<file path="src/rtl/pipeline_ctrl_pkg.sv">
// rtl/pipeline_ctrl_pkg.sv - shared types and constants for the pipeline stall/flush controller
// Purpose: exception cause encoding, stall vector bit indices, stall patterns, default
//          exception vector, and the stall-request priority encoder.
// Ports:   none (package)
package pipeline_ctrl_pkg;

   typedef enum logic [4:0] {
      EXCP_INT     = 5'd0,
      EXCP_ADEL    = 5'd4,
      EXCP_ADES    = 5'd5,
      EXCP_SYSCALL = 5'd8,
      EXCP_BREAK   = 5'd9,
      EXCP_RI      = 5'd10,
      EXCP_OV      = 5'd12,
      EXCP_TRAP    = 5'd13,
      EXCP_ERET    = 5'd14
   } excp_t;

   // Bit positions inside the 6-bit stall vector.
   localparam int STALL_PC  = 0;
   localparam int STALL_IF  = 1;
   localparam int STALL_ID  = 2;
   localparam int STALL_EX  = 3;
   localparam int STALL_MEM = 4;
   localparam int STALL_WB  = 5;

   // Each pattern holds every stage up to the requester and lets the next
   // register take a bubble.
   localparam logic [5:0] STALL_NONE = 6'b000000;
   localparam logic [5:0] STALL_IFQ  = 6'b000011;
   localparam logic [5:0] STALL_IDQ  = 6'b000111;
   localparam logic [5:0] STALL_EXQ  = 6'b001111;
   localparam logic [5:0] STALL_MEMQ = 6'b011111;

   localparam logic [31:0] DEFAULT_EXCP_VECTOR = 32'h0000_0020;

   // Highest-stage requester wins outright.
   function automatic logic [5:0] stall_pattern(input logic req_if, input logic req_id,
                                                input logic req_ex, input logic req_mem);
      if (req_mem)     return STALL_MEMQ;
      else if (req_ex) return STALL_EXQ;
      else if (req_id) return STALL_IDQ;
      else if (req_if) return STALL_IFQ;
      else             return STALL_NONE;
   endfunction

endpackage

</file>
<file path="src/rtl/pipeline_ctrl_if.sv">
// rtl/pipeline_ctrl_if.sv - stall/flush bus between pipeline stages and the controller
// Purpose: bundles per-stage stall requests, the committed exception and the
//          resulting stall/flush/redirect outputs.
// Ports:   none; modport master = pipeline side, modport slave = controller side
//   stallreq_if/id/ex/mem  per-stage hold requests
//   excp_valid/excp_type   exception or ERET committed in MEM
//   epc_i                  current EPC for ERET
//   stall[5:0]             1 = hold stage (pc, if, id, ex, mem, wb)
//   flush, new_pc          clear pipeline and redirect
interface pipeline_ctrl_if;
   import pipeline_ctrl_pkg::*;

   logic        stallreq_if;
   logic        stallreq_id;
   logic        stallreq_ex;
   logic        stallreq_mem;
   logic        excp_valid;
   excp_t       excp_type;
   logic [31:0] epc_i;
   logic [5:0]  stall;
   logic        flush;
   logic [31:0] new_pc;

   modport master (
      output stallreq_if, stallreq_id, stallreq_ex, stallreq_mem,
      output excp_valid, excp_type, epc_i,
      input  stall, flush, new_pc
   );

   modport slave (
      input  stallreq_if, stallreq_id, stallreq_ex, stallreq_mem,
      input  excp_valid, excp_type, epc_i,
      output stall, flush, new_pc
   );

endinterface

</file>
<file path="src/rtl/pipeline_ctrl_sat_counter.sv">
// rtl/pipeline_ctrl_sat_counter.sv - saturating up-counter with synchronous clear
// Purpose: counts cycles where inc=1, sticks at all-ones, clr wins over inc.
// Ports:
//   clk    in  1      clock
//   rst    in  1      asynchronous active-high reset
//   inc    in  1      count this cycle
//   clr    in  1      synchronous clear
//   count  out CNT_W  current count
module sat_counter #(
   parameter int CNT_W = 32
) (
   input  logic             clk,
   input  logic             rst,
   input  logic             inc,
   input  logic             clr,
   output logic [CNT_W-1:0] count
);

   always_ff @(posedge clk or posedge rst) begin
      if (rst) begin
         count <= '0;
      end else if (clr) begin
         count <= '0;
      end else if (inc && (count != {CNT_W{1'b1}})) begin
         count <= count + CNT_W'(1);
      end
   end

endmodule

</file>
<file path="src/rtl/pipeline_ctrl.sv">
// rtl/pipeline_ctrl.sv - central stall/flush controller for the 5-stage pipeline
// Purpose: merges stage stall requests into the stall vector, sequences exception
//          and ERET redirects (flush + new_pc) and counts stalled cycles.
// Ports:
//   clk           in   1      clock
//   rst           in   1      asynchronous active-high reset
//   bus           slave      pipeline_ctrl_if (requests in; stall/flush/new_pc out)
//   clr_perf      in   1      synchronous clear of stall_cycles
//   stall_cycles  out  CNT_W  saturating count of cycles with stall[0]=1
module pipeline_ctrl
   import pipeline_ctrl_pkg::*;
#(
   parameter logic [31:0] EXCP_VECTOR = DEFAULT_EXCP_VECTOR,
   parameter int          FLUSH_HOLD  = 1,
   parameter int          CNT_W       = 32
) (
   input  logic             clk,
   input  logic             rst,
   pipeline_ctrl_if.slave   bus,
   input  logic             clr_perf,
   output logic [CNT_W-1:0] stall_cycles
);

   localparam int HOLD_W = (FLUSH_HOLD > 1) ? $clog2(FLUSH_HOLD) : 1;

   typedef enum logic {
      RUN  = 1'b0,
      HOLD = 1'b1
   } state_t;

   state_t              state_q, state_d;
   logic [HOLD_W-1:0]   hold_q, hold_d;
   logic [5:0]          stall_c;
   logic                flush_c;
   logic [31:0]         new_pc_c;

   always_ff @(posedge clk or posedge rst) begin
      if (rst) begin
         state_q <= RUN;
         hold_q  <= '0;
      end else begin
         state_q <= state_d;
         hold_q  <= hold_d;
      end
   end

   always_comb begin
      state_d  = state_q;
      hold_d   = hold_q;
      stall_c  = STALL_NONE;
      flush_c  = 1'b0;
      new_pc_c = '0;
      // Outputs are forced quiet while reset is held, whatever the inputs do.
      if (!rst) begin
         case (state_q)
            RUN: begin
               // A data-bus wait defers the exception: MEM keeps excp_valid
               // asserted, so it fires the first cycle the wait drops.
               if (bus.excp_valid && !bus.stallreq_mem) begin
                  flush_c  = 1'b1;
                  new_pc_c = (bus.excp_type == EXCP_ERET) ? bus.epc_i : EXCP_VECTOR;
                  state_d  = HOLD;
                  hold_d   = HOLD_W'(FLUSH_HOLD - 1);
               end else begin
                  stall_c = stall_pattern(bus.stallreq_if, bus.stallreq_id,
                                          bus.stallreq_ex, bus.stallreq_mem);
               end
            end
            HOLD: begin
               // The flushed MEM stage may still show excp_valid; ignore it here.
               stall_c = stall_pattern(bus.stallreq_if, bus.stallreq_id,
                                       bus.stallreq_ex, bus.stallreq_mem);
               if (hold_q == '0) begin
                  state_d = RUN;
               end else begin
                  hold_d = hold_q - HOLD_W'(1);
               end
            end
            default: state_d = RUN;
         endcase
      end
   end

   assign bus.stall  = stall_c;
   assign bus.flush  = flush_c;
   assign bus.new_pc = new_pc_c;

   sat_counter #(.CNT_W(CNT_W)) u_stall_cnt (
      .clk   (clk),
      .rst   (rst),
      .inc   (stall_c[STALL_PC]),
      .clr   (clr_perf),
      .count (stall_cycles)
   );

endmodule
</file>
<file path="src/flat_wrapper.sv">
// flat-port wrapper written by rule: the top's interface ports become plain ports
module pipeline_ctrl_flat import pipeline_ctrl_pkg::*;
#(
   parameter logic [31:0] EXCP_VECTOR = DEFAULT_EXCP_VECTOR,
   parameter int          FLUSH_HOLD  = 1,
   parameter int          CNT_W       = 32
)
  (clk, rst, clr_perf, stall_cycles, bus_stallreq_if, bus_stallreq_id, bus_stallreq_ex, bus_stallreq_mem, bus_excp_valid, bus_excp_type, bus_epc_i, bus_stall, bus_flush, bus_new_pc);
  pipeline_ctrl_if bus_i ();
  input  logic clk;
  input  logic rst;
  input  logic clr_perf;
  output logic [CNT_W-1:0] stall_cycles;
  input wire logic [$bits(bus_i.stallreq_if)-1:0] bus_stallreq_if;
  input wire logic [$bits(bus_i.stallreq_id)-1:0] bus_stallreq_id;
  input wire logic [$bits(bus_i.stallreq_ex)-1:0] bus_stallreq_ex;
  input wire logic [$bits(bus_i.stallreq_mem)-1:0] bus_stallreq_mem;
  input wire logic [$bits(bus_i.excp_valid)-1:0] bus_excp_valid;
  input wire logic [$bits(bus_i.excp_type)-1:0] bus_excp_type;
  input wire logic [$bits(bus_i.epc_i)-1:0] bus_epc_i;
  output wire logic [$bits(bus_i.stall)-1:0] bus_stall;
  output wire logic [$bits(bus_i.flush)-1:0] bus_flush;
  output wire logic [$bits(bus_i.new_pc)-1:0] bus_new_pc;
  assign bus_i.stallreq_if = bus_stallreq_if;
  assign bus_i.stallreq_id = bus_stallreq_id;
  assign bus_i.stallreq_ex = bus_stallreq_ex;
  assign bus_i.stallreq_mem = bus_stallreq_mem;
  assign bus_i.excp_valid = bus_excp_valid;
  assign bus_i.excp_type = bus_excp_type;
  assign bus_i.epc_i = bus_epc_i;
  assign bus_stall = bus_i.stall;
  assign bus_flush = bus_i.flush;
  assign bus_new_pc = bus_i.new_pc;
  pipeline_ctrl #(.EXCP_VECTOR(EXCP_VECTOR), .FLUSH_HOLD(FLUSH_HOLD), .CNT_W(CNT_W)) u_core (.clk(clk), .rst(rst), .bus(bus_i), .clr_perf(clr_perf), .stall_cycles(stall_cycles));
endmodule
</file>
<file path="config.mk">
export PLATFORM = sky130hd
export DESIGN_NAME = pipeline_ctrl_flat
export DESIGN_NICKNAME = d
export VERILOG_FILES = /design/src/rtl/pipeline_ctrl_pkg.sv /design/src/rtl/pipeline_ctrl_if.sv /design/src/rtl/pipeline_ctrl_sat_counter.sv /design/src/rtl/pipeline_ctrl.sv /design/src/flat_wrapper.sv
export SDC_FILE = /design/constraint.sdc
export NUM_CORES = 1
export LEC_CHECK = 0
export ABC_AREA = 1
export ABC_CLOCK_PERIOD_IN_PS = 2400
export CAP_MARGIN = 5
export CORE_MARGIN = 2
export CORE_UTILIZATION = 35
export DETAILED_ROUTE_END_ITERATION = 8
export PLACE_DENSITY = 0.66
export REMOVE_ABC_BUFFERS = 1
export SLEW_MARGIN = 30
export SYNTH_ARGS = -nofsm -noshare
export SYNTH_HDL_FRONTEND = slang
export SYNTH_SLANG_ARGS = --single-unit
</file>
<file path="constraint.sdc">
create_clock -name clk -period 2.4 [get_ports clk]
set_input_delay 0.36 -clock clk [delete_from_list [all_inputs] [get_ports clk]]
set_output_delay 0.36 -clock clk [all_outputs]
set_load 0.01 [all_outputs]
</file>
* After elaboration in Yosys (flattened, before gate mapping)
Index checks and enable logic that the tools add are counted.
** Word-level totals
- Flip-flop bits (word level) :: 34
- Bits in latches :: 0
- Bits in writable memories :: 0
- ROM bits :: 0
- Input port bits :: 45
- Output and inout bits :: 71
- Logic and storage cells :: 36
- Memories kept :: 0
** Cells by class
- Add/sub/neg operators :: 2
- $mul :: 0
- Divide/modulo/power cells :: 0
- Order comparisons :: 0
- Equal/unequal tests :: 3
- Shift operators :: 0
- Muxes and demuxes :: 21
- Bitwise operators :: 2
- Reduce and logical (&&, ||, !) cells :: 5
** Operator list (number)
- 2-to-1 mux 32 bit :: 6
- adder 32 x 1 -> 32 bit, second input constant :: 1
- != test 32 bit, second input constant :: 1
- 2-to-1 mux 6 bit :: 5
- case mux 6 bit (2 select lines) :: 1
- 2-to-1 mux 1 bit :: 6
- equality test 5 x 4 -> 1 bit, second input constant :: 1
- case mux 1 bit (2 select lines) :: 2
- logical AND 1 bit :: 2
- 2-to-1 mux 2 bit :: 1
- != test 2 x 1 -> 1 bit, second input constant :: 1
- NOT 1 bit :: 2
- AND reduction 2 bit :: 1
- nonzero test 2 bit :: 1
- logical NOT 1 bit :: 1
- subtractor 1 bit, second input constant :: 1

* Longest topological paths before layout
- Depth after elaboration :: 10
- Depth in mapped cells :: 12
- Mapped depth without buffers :: 11

* Modules after synthesis
From an unflattened synthesis, not the netlist that was laid out.
** Second synthesis, totals
- Cell total of the unflattened synthesis :: 458
- Area total of the unflattened synthesis :: 2861.5 sq um
** By module, submodules not included
- sat_counter :: instances 1, cells each 360, area each 2274.7 sq um, seq. area each 800.8 sq um
- pipeline_ctrl :: instances 1, cells each 98, area each 586.8 sq um, seq. area each 25.0 sq um

* Worst setup path before layout
OpenSTA, ideal clock, no wires.
- Path type :: input to register
- Start point :: in rst
- End point :: reg u_core.u_stall_cnt.count[22]
- Library setup time :: 0.119 ns
- Arrival time :: 2.144 ns
- Required time :: 2.281 ns
- Slack :: 0.137 ns
- Stages :: 9
- Buffers on the path :: 1
- Cell sequence :: inv_1 > nand2_1 > nor2_1 > nand2_2 > nand2_4 > inv_8 > buf_12 > nand2_2 > nand2_1
** On the way
- Longest elaborated chain between the ends :: 3
** Ends and longest elaborated chain
- start: declaration :: line flat_wrapper.sv:11 : input logic rst;
- 2-to-1 mux 6 bit :: line pipeline_ctrl.sv:54 : if (!rst) begin
- named net u_core.u_stall_cnt.inc :: line pipeline_ctrl_sat_counter.sv:14 : input logic inc,
- logical AND 1 bit :: line pipeline_ctrl_sat_counter.sv:24 : end else if (inc && (count != {CNT_W{1'b1}})) begin
- nonzero test 2 bit (no source line)
- end signal: assignment :: line pipeline_ctrl_sat_counter.sv:25 : count <= count + CNT_W'(1);
- end: declaration :: line pipeline_ctrl_sat_counter.sv:16 : output logic [CNT_W-1:0] count
The timed path passes the listed nets, and every way through them passes these cells.
A chain may end at the register's enable or synchronous reset.

* Worst setup path after layout
- Start point :: in bus_stallreq_mem
- End point :: out bus_stall[0]
** On the way
- Longest elaborated chain between the ends :: 5
- Elaborated cells on any way between the ends :: 6
- Those cells by class :: mux: 4; reduce/logical: 2
** Ends and longest elaborated chain
- start: declaration :: line flat_wrapper.sv:17 : input wire logic [$bits(bus_i.stallreq_mem)-1:0] bus_stallreq_mem;
- logical NOT 1 bit :: line pipeline_ctrl.sv:59 : if (bus.excp_valid && !bus.stallreq_mem) begin
- logical AND 1 bit :: line pipeline_ctrl.sv:59
- 2-to-1 mux 6 bit :: line pipeline_ctrl.sv:59
- case mux 6 bit (2 select lines) (*) :: line pipeline_ctrl.sv:55 : case (state_q)
- 2-to-1 mux 6 bit (*) :: line pipeline_ctrl.sv:54
- end: declaration :: line flat_wrapper.sv:21 : output wire logic [$bits(bus_i.stall)-1:0] bus_stall;
Mark *: on every way between the ends. The rest lies on a longest branch, timed or not.

==> metrics.cfg <==
[finish]
area_delta_synth_final_pct=50.6
final_nets=609
multi_input_logic_area_um2=1550
ff_latch_area_um2=826
final.fill_count=761
final_common_cell=sky130_fd_sc_hd__nand2_1
final_layout_size_suffix_gt1_share_pct=10.1
final_cells=666
fin_util_pct=53.7
final_cell_mix=135 x sky130_fd_sc_hd__nand2_1, 93 x sky130_fd_sc_hd__nor2_1, 83 x sky130_fd_sc_hd__clkdlybuf4s50_1
antennaDiodeCount=0

[synthesis]
top_flip_flop_cell_by_instance_count_after_synthesis=sky130_fd_sc_hd__dfrtp_1
synth.cell_area_um2=2730
synthesis.yosys.warnings=0
seq_area_frac_synth_pct=30.3
synth.area.top_cells=sky130_fd_sc_hd__dfrtp_1 30%, sky130_fd_sc_hd__nand2_1 19%, sky130_fd_sc_hd__nor2_1 13%
synth_enable_flop_cells=0
post-synth-top-area-fraction_pct=30.3
syn_inst=443
synth.ff_latch_count=33
yosys.cell_types.count=28
synthArstFlopShare_pct=100
synthesized_area_per_cell_um2=6.16
synth.largest_area_cell=sky130_fd_sc_hd__dfrtp_1

[pwr]
comb_power_share_pct=17.7
clock_power_share_pct=34.0
vdd_ir_drop_max_uv=247
cell_internal_pwr_mw=0.870
powerDensity_nw_per_um2=285
switching_power_mw=0.298
power_mw=1.17
leakagePower_nw=2.33
seq_power_share_pct=48.3
swShare_pct=25.5

[global_routing]
number_of_antenna_violations_at_the_first_check_in_global_routing=0
grt_first_pass_wirelength_um=13900
grt_util_all_layers_pct=20.1
globalRouteOverflowTotal=0
first_global_vias=3020
grt_start_max_net_pins=34

[critical_path]
cp_required_ns=2.04
timing.critical_path.from_type=input pin
critPathCaptureType=primary output
crit_arrival_ns=1.92
worstSetupPathType=input pin to primary output
worstPathMaxFanout=4

[clock_network]
cts.sink_count=33
ctsHoldBuffers=0
total_clock_buffers_created_by_cts=5
root_buffer=sky130_fd_sc_hd__clkbuf_8
clkLatencyLatePin_ns=0.28
clk_pin_slew_ns=0.07
post_cts_buffers=0
tritoncts=built
cts-htree-levels=2
cts_max_path_buffers=2

[timing]
drv_slew=0
finalWorstPathRequiredPeriod_ns=2.28
finalSetupViolCount=0
achievable-frequency_mhz=439
fin_skew_ns=0.00512
rsz_0062_raised_after_global_routing=no
min_period_over_period_pct=94.9
totalNegativeSetupSlack_ns=0
finalHoldViolations=0
minimum_setup_slack_in_the_final_design_ns=0.122

[floorplanning]
die_area_um2=8520
die_x_um=92.3
rows=32
initial_core_util_pct=35.7
io-pin-count=116
floorplan.core_area_um2=7650
fp.dieH_um=92.3

[routing]
drt_pass1_iterations=4
post-route-drc-count=0
route.antenna.remaining_nets=0
iteration_0_drc_count_of_the_detailed_router=172
total_routed_wirelength_um=8270
via_per_inst=4.67
wire_per_inst_um=12.4
vias=3111

[flow_run]
maxCapViolations=0

[placed_design]
place_ws_ns=-0.000726
place.port_buffers=114
dp_hpwl_um=6540
gp_congestion=0.919
dp.cells=658

[run_status]
status=complete, no violations

[worst_hold_path]
min-delay-path-class=register to register

Yosys cell counts (3+ instances only):
| cell type | n |
|---|---|
| sky130_fd_sc_hd__xor2_1 | 8 |
| sky130_fd_sc_hd__dfrtp_1 | 33 |
| sky130_fd_sc_hd__nand2_2 | 24 |
| sky130_fd_sc_hd__nand2_1 | 135 |
| sky130_fd_sc_hd__o21bai_1 | 3 |
| sky130_fd_sc_hd__a21oi_1 | 3 |
| sky130_fd_sc_hd__nand4_1 | 21 |
| sky130_fd_sc_hd__nand2_4 | 3 |
| sky130_fd_sc_hd__buf_4 | 3 |
| sky130_fd_sc_hd__nor2_1 | 94 |
| sky130_fd_sc_hd__clkbuf_1 | 6 |
| sky130_fd_sc_hd__nand3_1 | 23 |
| sky130_fd_sc_hd__inv_1 | 63 |
path summary, 6_finish.rpt:
check | slack (ns) | cells past startpoint | to | start
max | 0.12 | 7 | bus_stall[0] | bus_stallreq_mem
min | 0.52 | 2 | u_core.state_q | u_core.state_q
max reg2reg | 0.53 | 11 | u_core.u_stall_cnt.count[27] | u_core.u_stall_cnt.count[1]
min reg2reg | 0.52 | 2 | u_core.state_q | u_core.state_q
max in group asynchronous | 1.39 | 4 | u_core.u_stall_cnt.count[19] | rst
min in group asynchronous | 0.70 | 4 | u_core.u_stall_cnt.count[8] | rst
critical path: stages:
cell                              delay (ns)
sky130_fd_sc_hd__clkdlybuf4s50_1        0.49
sky130_fd_sc_hd__nor2_1                 0.05
sky130_fd_sc_hd__nand2_1                0.09
sky130_fd_sc_hd__buf_4                  0.11
sky130_fd_sc_hd__nand2_1                0.09
sky130_fd_sc_hd__nor2_1                 0.17
sky130_fd_sc_hd__clkdlybuf4s50_1        0.56
cell type report:
type	instances	share of cell area [%]
tap	102	3.11
clock inverter	2	0.244
multi-input combinational	331	37.8
sequential	33	20.1
inverter	66	6.22
timing repair buffer	126	30.7
clock buffer	6	1.77
sequential cells by signal, indices dropped and copies added, names as in the netlist:
name and cells:
u_core.u_stall_cnt.count 32, u_core.state_q 1
metrics by stage:
step	instance area (µm²)	hold WS [ns]
after CTS	4070	0.517
final	4110	0.516
after global routing	4110	0.548
after floorplan	2630	0.425
after detailed placement	4000	0.507
after global placement	4000	0.506
per-layer routing:
metal  global-route usage (%)  vias to the layer above  part of all wire [%]
met3                     4.03                        4                   7.3
met1                     24.4                     1411                    42
met5                        0                        -                     0
met4                     3.61                        0                  0.56
li1                         -                     1585                     -
met2                     37.1                      111                    50
kinds of logic after synthesis:
group / share of synthesized area, %
flops: 30.3
simple gates: 51.1
other cells: 0.137
compound gates: 2.02
xor+xnor: 3.21
buf+inv: 12.8
fa+ha+maj: 0.459
power by group through the flow:
| stage | Combinational [mW] | Clock (mW) | Sequential (mW) |
|---|---|---|---|
| 2_1_floorplan | 0.0714 | 0 | 0.576 |
| 3_3_place_gp | 0.206 | 0 | 0.575 |
| 3_5_place_dp | 0.208 | 0 | 0.575 |
| 4_1_cts | 0.209 | 0.414 | 0.565 |
| 5_1_grt | 0.226 | 0.443 | 0.565 |
| 6_report | 0.206 | 0.398 | 0.565 |
timing repair:
item,4_1_cts,5_1_grt
resized for setup,16,16
endpoints found under the setup margin,16,16
endpoints found under the hold margin,0,0
pin swaps,0,0
Power figures use the tool's default switching activity.
